--- src/rtl/mc_ctrl_pkg.sv ---
// Shared encodings for the multi-cycle MIPS main controller: states, opcodes,
// func codes, instruction classes and datapath select values.
package mc_ctrl_pkg;

  typedef enum logic [2:0] {
    ST_IF   = 3'd0,
    ST_ID   = 3'd1,
    ST_EX   = 3'd2,
    ST_MEM  = 3'd3,
    ST_WB   = 3'd4,
    ST_HALT = 3'd7
  } state_t;

  // Branches are split by polarity so the FSM never has to look at OpCode.
  typedef enum logic [3:0] {
    CL_RTYPE,
    CL_ALUI_S,
    CL_ALUI_L,
    CL_LW,
    CL_SW,
    CL_BEQ,
    CL_BNE,
    CL_J,
    CL_JAL,
    CL_JR,
    CL_HALT,
    CL_ILLEGAL
  } instr_class_t;

  localparam logic [5:0] OP_RTYPE = 6'h00;
  localparam logic [5:0] OP_J     = 6'h02;
  localparam logic [5:0] OP_JAL   = 6'h03;
  localparam logic [5:0] OP_BEQ   = 6'h04;
  localparam logic [5:0] OP_BNE   = 6'h05;
  localparam logic [5:0] OP_ADDI  = 6'h08;
  localparam logic [5:0] OP_ADDIU = 6'h09;
  localparam logic [5:0] OP_ANDI  = 6'h0c;
  localparam logic [5:0] OP_ORI   = 6'h0d;
  localparam logic [5:0] OP_LUI   = 6'h0f;
  localparam logic [5:0] OP_LW    = 6'h23;
  localparam logic [5:0] OP_SW    = 6'h2b;

  localparam logic [5:0] FN_JR    = 6'h08;
  localparam logic [5:0] FN_ADD   = 6'h20;
  localparam logic [5:0] FN_ADDU  = 6'h21;
  localparam logic [5:0] FN_SUB   = 6'h22;
  localparam logic [5:0] FN_SUBU  = 6'h23;
  localparam logic [5:0] FN_AND   = 6'h24;
  localparam logic [5:0] FN_OR    = 6'h25;
  localparam logic [5:0] FN_SLT   = 6'h2a;

  localparam logic [1:0] ALUOP_ADD  = 2'b00;
  localparam logic [1:0] ALUOP_SUB  = 2'b01;
  localparam logic [1:0] ALUOP_FUNC = 2'b10;
  localparam logic [1:0] ALUOP_LOGI = 2'b11;

  localparam logic [1:0] REGDST_RT = 2'b00;
  localparam logic [1:0] REGDST_RD = 2'b01;
  localparam logic [1:0] REGDST_RA = 2'b10;

  localparam logic [1:0] M2R_ALU = 2'b00;
  localparam logic [1:0] M2R_MEM = 2'b01;
  localparam logic [1:0] M2R_PC4 = 2'b10;

  localparam logic [1:0] PCSRC_PC4 = 2'b00;
  localparam logic [1:0] PCSRC_BR  = 2'b01;
  localparam logic [1:0] PCSRC_J   = 2'b10;
  localparam logic [1:0] PCSRC_RS  = 2'b11;

endpackage

--- src/rtl/mc_main_decoder.sv ---
// Maps OpCode/func to an instruction class and flags the instructions whose
// signed overflow must block the register write.
module mc_main_decoder
  import mc_ctrl_pkg::*;
#(
  parameter logic [5:0] HALT_OP = 6'b111111
) (
  input  logic [5:0]   op_code,
  input  logic [5:0]   func,
  output instr_class_t instr_class,
  output logic         is_ov_checked
);

  always_comb begin
    instr_class   = CL_ILLEGAL;
    is_ov_checked = 1'b0;
    if (op_code == HALT_OP) begin
      instr_class = CL_HALT;
    end else begin
      case (op_code)
        OP_RTYPE: begin
          case (func)
            FN_ADD, FN_SUB: begin
              instr_class   = CL_RTYPE;
              is_ov_checked = 1'b1;
            end
            FN_ADDU, FN_SUBU, FN_AND, FN_OR, FN_SLT: instr_class = CL_RTYPE;
            FN_JR:   instr_class = CL_JR;
            default: instr_class = CL_ILLEGAL;
          endcase
        end
        OP_ADDI: begin
          instr_class   = CL_ALUI_S;
          is_ov_checked = 1'b1;
        end
        OP_ADDIU:               instr_class = CL_ALUI_S;
        OP_ANDI, OP_ORI, OP_LUI: instr_class = CL_ALUI_L;
        OP_LW:                  instr_class = CL_LW;
        OP_SW:                  instr_class = CL_SW;
        OP_BEQ:                 instr_class = CL_BEQ;
        OP_BNE:                 instr_class = CL_BNE;
        OP_J:                   instr_class = CL_J;
        OP_JAL:                 instr_class = CL_JAL;
        default:                instr_class = CL_ILLEGAL;
      endcase
    end
  end

endmodule

--- src/rtl/mc_control_fsm.sv ---
// Multi-cycle MIPS main controller: walks each instruction through
// IF/ID/EX/MEM/WB and drives datapath enables, selects and ALU controls.
module mc_control_fsm
  import mc_ctrl_pkg::*;
#(
  parameter logic [4:0] RA_IDX  = 5'd31,
  parameter logic [5:0] HALT_OP = 6'b111111
) (
  input  logic       clk,
  input  logic       reset,
  input  logic [5:0] OpCode,
  input  logic [5:0] func,
  input  logic       zero,
  input  logic       overflow,
  output logic       PCWr,
  output logic       IRWr,
  output logic       MemWr,
  output logic       RegWr,
  output logic       ALUSrc,
  output logic [1:0] ALUop,
  output logic       ExtOp,
  output logic [1:0] RegDst,
  output logic [1:0] MemtoReg,
  output logic [1:0] PCSrc,
  output logic [2:0] state
);

  // state   | meaning
  // IF   0  | fetch: load IR, PC <= PC+4
  // ID   1  | decode; j/jal complete here, illegal ops retire as nop
  // EX   2  | ALU operation; branches and jr complete here
  // MEM  3  | data memory access for lw/sw
  // WB   4  | register write-back, blocked when ov_q is set
  // HALT 7  | parked until reset

  state_t       state_q, state_d;
  instr_class_t cls;
  logic         ov_chk;
  logic         ov_q;

  // RegDst=10 selects this index inside the datapath; zero would alias $zero.
  if (RA_IDX == 5'd0) begin : g_ra_idx_check
    $error("RA_IDX must not be register 0");
  end

  mc_main_decoder #(.HALT_OP(HALT_OP)) u_dec (
    .op_code       (OpCode),
    .func          (func),
    .instr_class   (cls),
    .is_ov_checked (ov_chk)
  );

  always_ff @(posedge clk or posedge reset) begin
    if (reset) state_q <= ST_IF;
    else       state_q <= state_d;
  end

  always_ff @(posedge clk or posedge reset) begin
    if (reset)                 ov_q <= 1'b0;
    else if (state_q == ST_IF) ov_q <= 1'b0;
    else if (state_q == ST_EX) ov_q <= overflow & ov_chk;
  end

  always_comb begin
    state_d = state_q;
    case (state_q)
      ST_IF: state_d = ST_ID;
      ST_ID: begin
        case (cls)
          CL_J, CL_JAL, CL_ILLEGAL: state_d = ST_IF;
          CL_HALT:                  state_d = ST_HALT;
          default:                  state_d = ST_EX;
        endcase
      end
      ST_EX: begin
        case (cls)
          CL_BEQ, CL_BNE, CL_JR: state_d = ST_IF;
          CL_LW, CL_SW:          state_d = ST_MEM;
          default:               state_d = ST_WB;
        endcase
      end
      ST_MEM:  state_d = (cls == CL_LW) ? ST_WB : ST_IF;
      ST_WB:   state_d = ST_IF;
      ST_HALT: state_d = ST_HALT;
      default: state_d = ST_IF;
    endcase
  end

  always_comb begin
    PCWr     = 1'b0;
    IRWr     = 1'b0;
    MemWr    = 1'b0;
    RegWr    = 1'b0;
    ALUSrc   = 1'b0;
    ALUop    = ALUOP_ADD;
    ExtOp    = 1'b0;
    RegDst   = REGDST_RT;
    MemtoReg = M2R_ALU;
    PCSrc    = PCSRC_PC4;
    if (!reset) begin
      // ALU controls hold from EX through WB so the result stays stable.
      if (state_q inside {ST_EX, ST_MEM, ST_WB}) begin
        case (cls)
          CL_LW, CL_SW, CL_ALUI_S: begin
            ALUSrc = 1'b1;
            ExtOp  = 1'b1;
          end
          CL_ALUI_L: begin
            ALUSrc = 1'b1;
            ALUop  = ALUOP_LOGI;
          end
          CL_RTYPE:       ALUop = ALUOP_FUNC;
          CL_BEQ, CL_BNE: ALUop = ALUOP_SUB;
          default: ;
        endcase
      end
      case (state_q)
        ST_IF: begin
          PCWr = 1'b1;
          IRWr = 1'b1;
        end
        ST_ID: begin
          if (cls == CL_J || cls == CL_JAL) begin
            PCWr  = 1'b1;
            PCSrc = PCSRC_J;
          end
          if (cls == CL_JAL) begin
            RegWr    = 1'b1;
            RegDst   = REGDST_RA;
            MemtoReg = M2R_PC4;
          end
        end
        ST_EX: begin
          case (cls)
            CL_BEQ: begin
              PCSrc = PCSRC_BR;
              PCWr  = zero;
            end
            CL_BNE: begin
              PCSrc = PCSRC_BR;
              PCWr  = ~zero;
            end
            CL_JR: begin
              PCSrc = PCSRC_RS;
              PCWr  = 1'b1;
            end
            default: ;
          endcase
        end
        ST_MEM: MemWr = (cls == CL_SW);
        ST_WB: begin
          RegWr    = ~ov_q;
          RegDst   = (cls == CL_RTYPE) ? REGDST_RD : REGDST_RT;
          MemtoReg = (cls == CL_LW) ? M2R_MEM : M2R_ALU;
        end
        default: ;
      endcase
    end
  end

  assign state = state_q;

endmodule

--- config.mk ---
export PLATFORM = sky130hd
export DESIGN_NAME = mc_control_fsm
export DESIGN_NICKNAME = d
export VERILOG_FILES = /design/src/rtl/mc_ctrl_pkg.sv /design/src/rtl/mc_main_decoder.sv /design/src/rtl/mc_control_fsm.sv
export SDC_FILE = /design/constraint.sdc
export NUM_CORES = 1
export LEC_CHECK = 0
export BUFFER_PORTS_ARGS = -buffer_cell sky130_fd_sc_hd__buf_2
export CAP_MARGIN = 40
export CORE_MARGIN = 4
export CORE_UTILIZATION = 42
export DETAILED_ROUTE_END_ITERATION = 10
export PLACE_DENSITY = 0.86
export SLEW_MARGIN = 20
export SYNTH_ARGS = -nofsm -noshare
export SYNTH_HDL_FRONTEND = slang
export SYNTH_SLANG_ARGS = --single-unit
--- constraint.sdc ---
create_clock -name clk -period 1.6 [get_ports clk]
set_input_delay 0.08 -clock clk [delete_from_list [all_inputs] [get_ports clk]]
set_output_delay 0.08 -clock clk [all_outputs]
set_load 0.03 [all_outputs]
==> qor.yml, run 1 <==
netlist_instances: 113
start_util: 0.442
clk_path_buf_depth: 2
synth_enable_flop_cells: 0
die_h_um: 50.6
ys_ff_latch: 4
syn_nets: 129
stop_error: "[ERROR DPL-0038] Utilization greater than 100%, impossible to legalize"
rows: 15
grt_max_degree: 13
worstEpCategory: "output port"
clock-sinks: 4
gp_congestion: 0.868
pin_count: 33
haltStage: "global routing (5_1_grt)"
synthArstFlopShare: 1.00
die_w_um: 50.6
ys_types: 45
netlist_area_um2: 763
synth_warnings: 0
cts_root_buffer: "clkbuf_4"
synth-main-ff-cell: "dfrtp_1"
status: "stopped before the end"
cts_max_level: 1
io_buffers: 32
hpwlAfterDp_mm: 2.46
synth.avg_cell_area_um2: 6.75
placed_area_um2: 1280
numCtsBuffers: 3
ys_seq_area_frac: 0.131
grt_worst_setup_endpoint: "ALUop[0]"
-- repair_timing --
item,CTS
resized for setup,53
endpoints found under the hold margin,4
hold buffers,1
buffers inserted,6
pin swaps,10
setup endpoints to repair,12
-- logic make-up after synthesis --
logic type	after synthesis	share of synthesized area
XOR/XNOR	2	0.0230
AO/OA/AOI/OAI	27	0.248
adder cells (fa/ha/maj)	1	0.0131
flip-flops	4	0.131
buffers and inverters	16	0.108
AND/OR/NAND/NOR	63	0.477
-- per-stage QoR --
| stage | utilization | cells | worst slack, ps |
|---|---|---|---|
| after floorplan | - | 113 | -194 |
| after global placement | 0.741 | 197 | -340 |
| after detailed placement | 0.741 | 197 | -380 |
| after CTS | 0.903 | 207 | -250 |
-- synthesized netlist by cell type (all sizes together) (2+ instances only) --
cell type	count	area, um^2
nor2	12	45.0
nand2	9	33.8
inv	7	26.3
nor4	7	50.1
o21ai	7	35.0
buf	6	45.0
nor3	6	30.0
or3	6	40.0
a21oi	5	25.0
nand2b	5	31.3
dfrtp	4	100
clkbuf	3	11.3
or4	3	22.5
a211oi	2	15.0
a221o	2	20.0
and3	2	12.5
nand3	2	10.0
nor2b	2	12.5
or3b	2	20.0
xor2	2	17.5
==> inputs of run 2 (changes only) <==
--- a/config.mk
+++ b/config.mk
@@ -7,10 +7,10 @@
 export LEC_CHECK = 0
 export BUFFER_PORTS_ARGS = -buffer_cell sky130_fd_sc_hd__buf_2
 export CAP_MARGIN = 40
-export CORE_MARGIN = 4
-export CORE_UTILIZATION = 42
+export CORE_AREA = 4 4 65 67
 export DETAILED_ROUTE_END_ITERATION = 10
-export PLACE_DENSITY = 0.86
+export DIE_AREA = 0 0 69 71
+export PLACE_DENSITY_LB_ADDON = 0.15
 export SLEW_MARGIN = 20
 export SYNTH_ARGS = -nofsm -noshare
 export SYNTH_HDL_FRONTEND = slang
==> constraint.sdc (replaced) <==
create_clock -name clk -period 2.08 [get_ports clk]
set_input_delay 0.104 -clock clk [delete_from_list [all_inputs] [get_ports clk]]
set_output_delay 0.104 -clock clk [all_outputs]
set_load 0.03 [all_outputs]
==> qor.yml, run 2 <==
finalSetupTns_ps: 0
cts_tree: "done"
finalCritPeriodShare: 0.969
synth_top_cell_area_share: 0.131
vias_per_cell: 4.76
pin_count: 33
drt-met1-wl_mm: 1.28
die_w_um: 69
largest_reg_flops: 3
start_kind: "input port"
n_antenna_cell: 0
powerDensity_nw_per_um2: 578
start_util: 0.210
cts_max_level: 1
crit_path_max_fanout: 3
slew_violations: 0
drtIter0Drc: 25
path_clk_slew_ps: 30
peakVddDrop_uv: 180
syn2layout_area_growth_pct: 43.3
cts_root_buffer: "clkbuf_8"
synth-compound-area-share: 0.248
placed_area_um2: 1010
worst_slew_margin_rel: 0.758
met3WireLength_um: 155
first_pass_iters: 4
final_antenna_net_count: 0
finalSetupViolations: 0
synthTopCellsByCount: "nor2_1 (12), nand2_1 (9), o21ai_0 (7)"
synth_fa_ha_area_frac: 0.0131
p_leak_nw: 0.483
status: "finished clean"
tightest_slew_ps: 359
die_h_um: 71
design_area_um2: 1090
synthArstFlopShare: 1.00
post-synth-top-area-cell: "dfrtp_1"
drv_cap: 0
final_common_cell: "buf_2"
wl_per_cell_um: 12.6
netlist_area_um2: 763
gr-usage-all-layers: 0.100
synth_warnings: 0
synth_xor_area_frac: 0.0230
synth.avg_cell_area_um2: 6.75
grt_pass1_wl_mm: 4.13
antenna_found_initial: 0
crit_type: "in2out"
skew_ps: 5.85
yosys-mux-area-fraction: 0
gp_congestion: 0.751
clock-sinks: 4
finalCriticalPeriod_ps: 2020
layout-drive-gt1-share: 0.408
route.met2.wl_mm: 1.08
hold_viol: 0
syn_nets: 129
grt_pass1_vias: 891
rsz0062_at_grt: "yes"
vias: 952
io_buffers: 32
rows: 22
final_cell_mix: "buf_2 (28), buf_4 (16), nor2_1 (11)"
highest_layer: "met3"
core_area_um2: 3630
yosys-top-cells-area: "dfrtp_1 (13%), nor2_1 (5.9%), nor4_1 (4.9%)"
netlist_instances: 113
yosysMostFrequentCell: "nor2_1"
clock_latency_ps: 220
grt_max_degree: 15
ys_ff_latch: 4
fin_util: 0.301
nets: 170
max_freq_mhz: 496
yosys.area_share.simple: 0.477
clk_path_buf_depth: 2
routed_wl_mm: 2.52
hp-class: "in2reg"
ff2ff_path_depth: 4
hpwlAfterDp_mm: 2.08
gr-total-overflow: 0
ys_seq_area_frac: 0.131
critPathArrivalTime_ps: 1910
drc_errors: 0
end_kind: "output pin"
synth_top_family_by_area: "simple AND/OR/NAND/NOR gates"
synth-main-ff-cell: "dfrtp_1"
dieArea_um2: 4900
p_total_w: 0.000633
ys_types: 45
worst_ep_required_time_ps: 1980
synth_enable_flop_cells: 0
hold_depth: 4
numCtsBuffers: 3
[run 2: cell counts after synthesis]
No cell type changed its count.
[run 2: metrics by stage]
| step | hold WS (ps) | cells | setup WS, ps |
|---|---|---|---|
| 3_3_place_gp | 69.2 | 194 | 79.2 |
| 6_report | 253 | 200 | 64.9 |
| 5_1_grt | 291 | 200 | -8.87 |
| 3_5_place_dp | 73.1 | 194 | 44.0 |
| 4_1_cts | 256 | 198 | 4.69 |
| 2_1_floorplan | -122 | 113 | -5.00 |
[run 2: repair_timing]
action,4_1_cts,5_1_grt
endpoints found under the hold margin,4,0
hold buffers,1,0
endpoints found under the setup margin,1,5
setup buffers,0,2
resized for setup,1,9
[run 2: final cells by class]
cell class                      count  area (um^2)
Clock buffer                        3         41.3
Multi-Input combinational cell     93          594
Fill cell                         432         2540
Tap cell                           48         60.1
Inverter                            7         26.3
Timing Repair Buffer               45          270
Sequential cell                     4          101
[run 2: routing by layer]
layer,GRT usage,vias to the layer above
met5,0,-
met4,0.0130,0
met3,0.0313,0
met2,0.154,30
met1,0.141,423
li1,-,499
[run 2: critical path, cell delays in order]
cell and delay (ps):
buf_2 110, or2b_1 210, a221o_1 340, a22o_1 260, or3b_4 430, nor4_2 260
buf_4 200
[run 2: power breakdown]
part           leakage, nW  switching (W)  internal (W)
Sequential          0.0515      0.0000158     0.0000953
Clock               0.0216      0.0000395      0.000123
Combinational        0.410       0.000222      0.000137
[run 2: cell families after synthesis]
kind of cell / after synthesis
and+or+nand+nor: 63
AOI/OAI and AO/OA: 27
buffers and inverters: 16
DFF: 4
xor gates and xnor gates: 2
adders and majority gates: 1
[run 2: final timing paths]
path	slack (ps)	to	from
max in group asynchronous	1580	state[1]$_DFF_PP0_	reset
min in group asynchronous	360	state[0]$_DFF_PP0_	reset
min reg2reg	560	ov_q$_DFFE_PP0P_	ov_q$_DFFE_PP0P_
max reg2reg	490	state[1]$_DFF_PP0_	state[1]$_DFF_PP0_
min	250	ov_q$_DFFE_PP0P_	overflow
max	60	RegDst[0]	func[0]
Note: power is estimated with default switching activity, not from simulation.
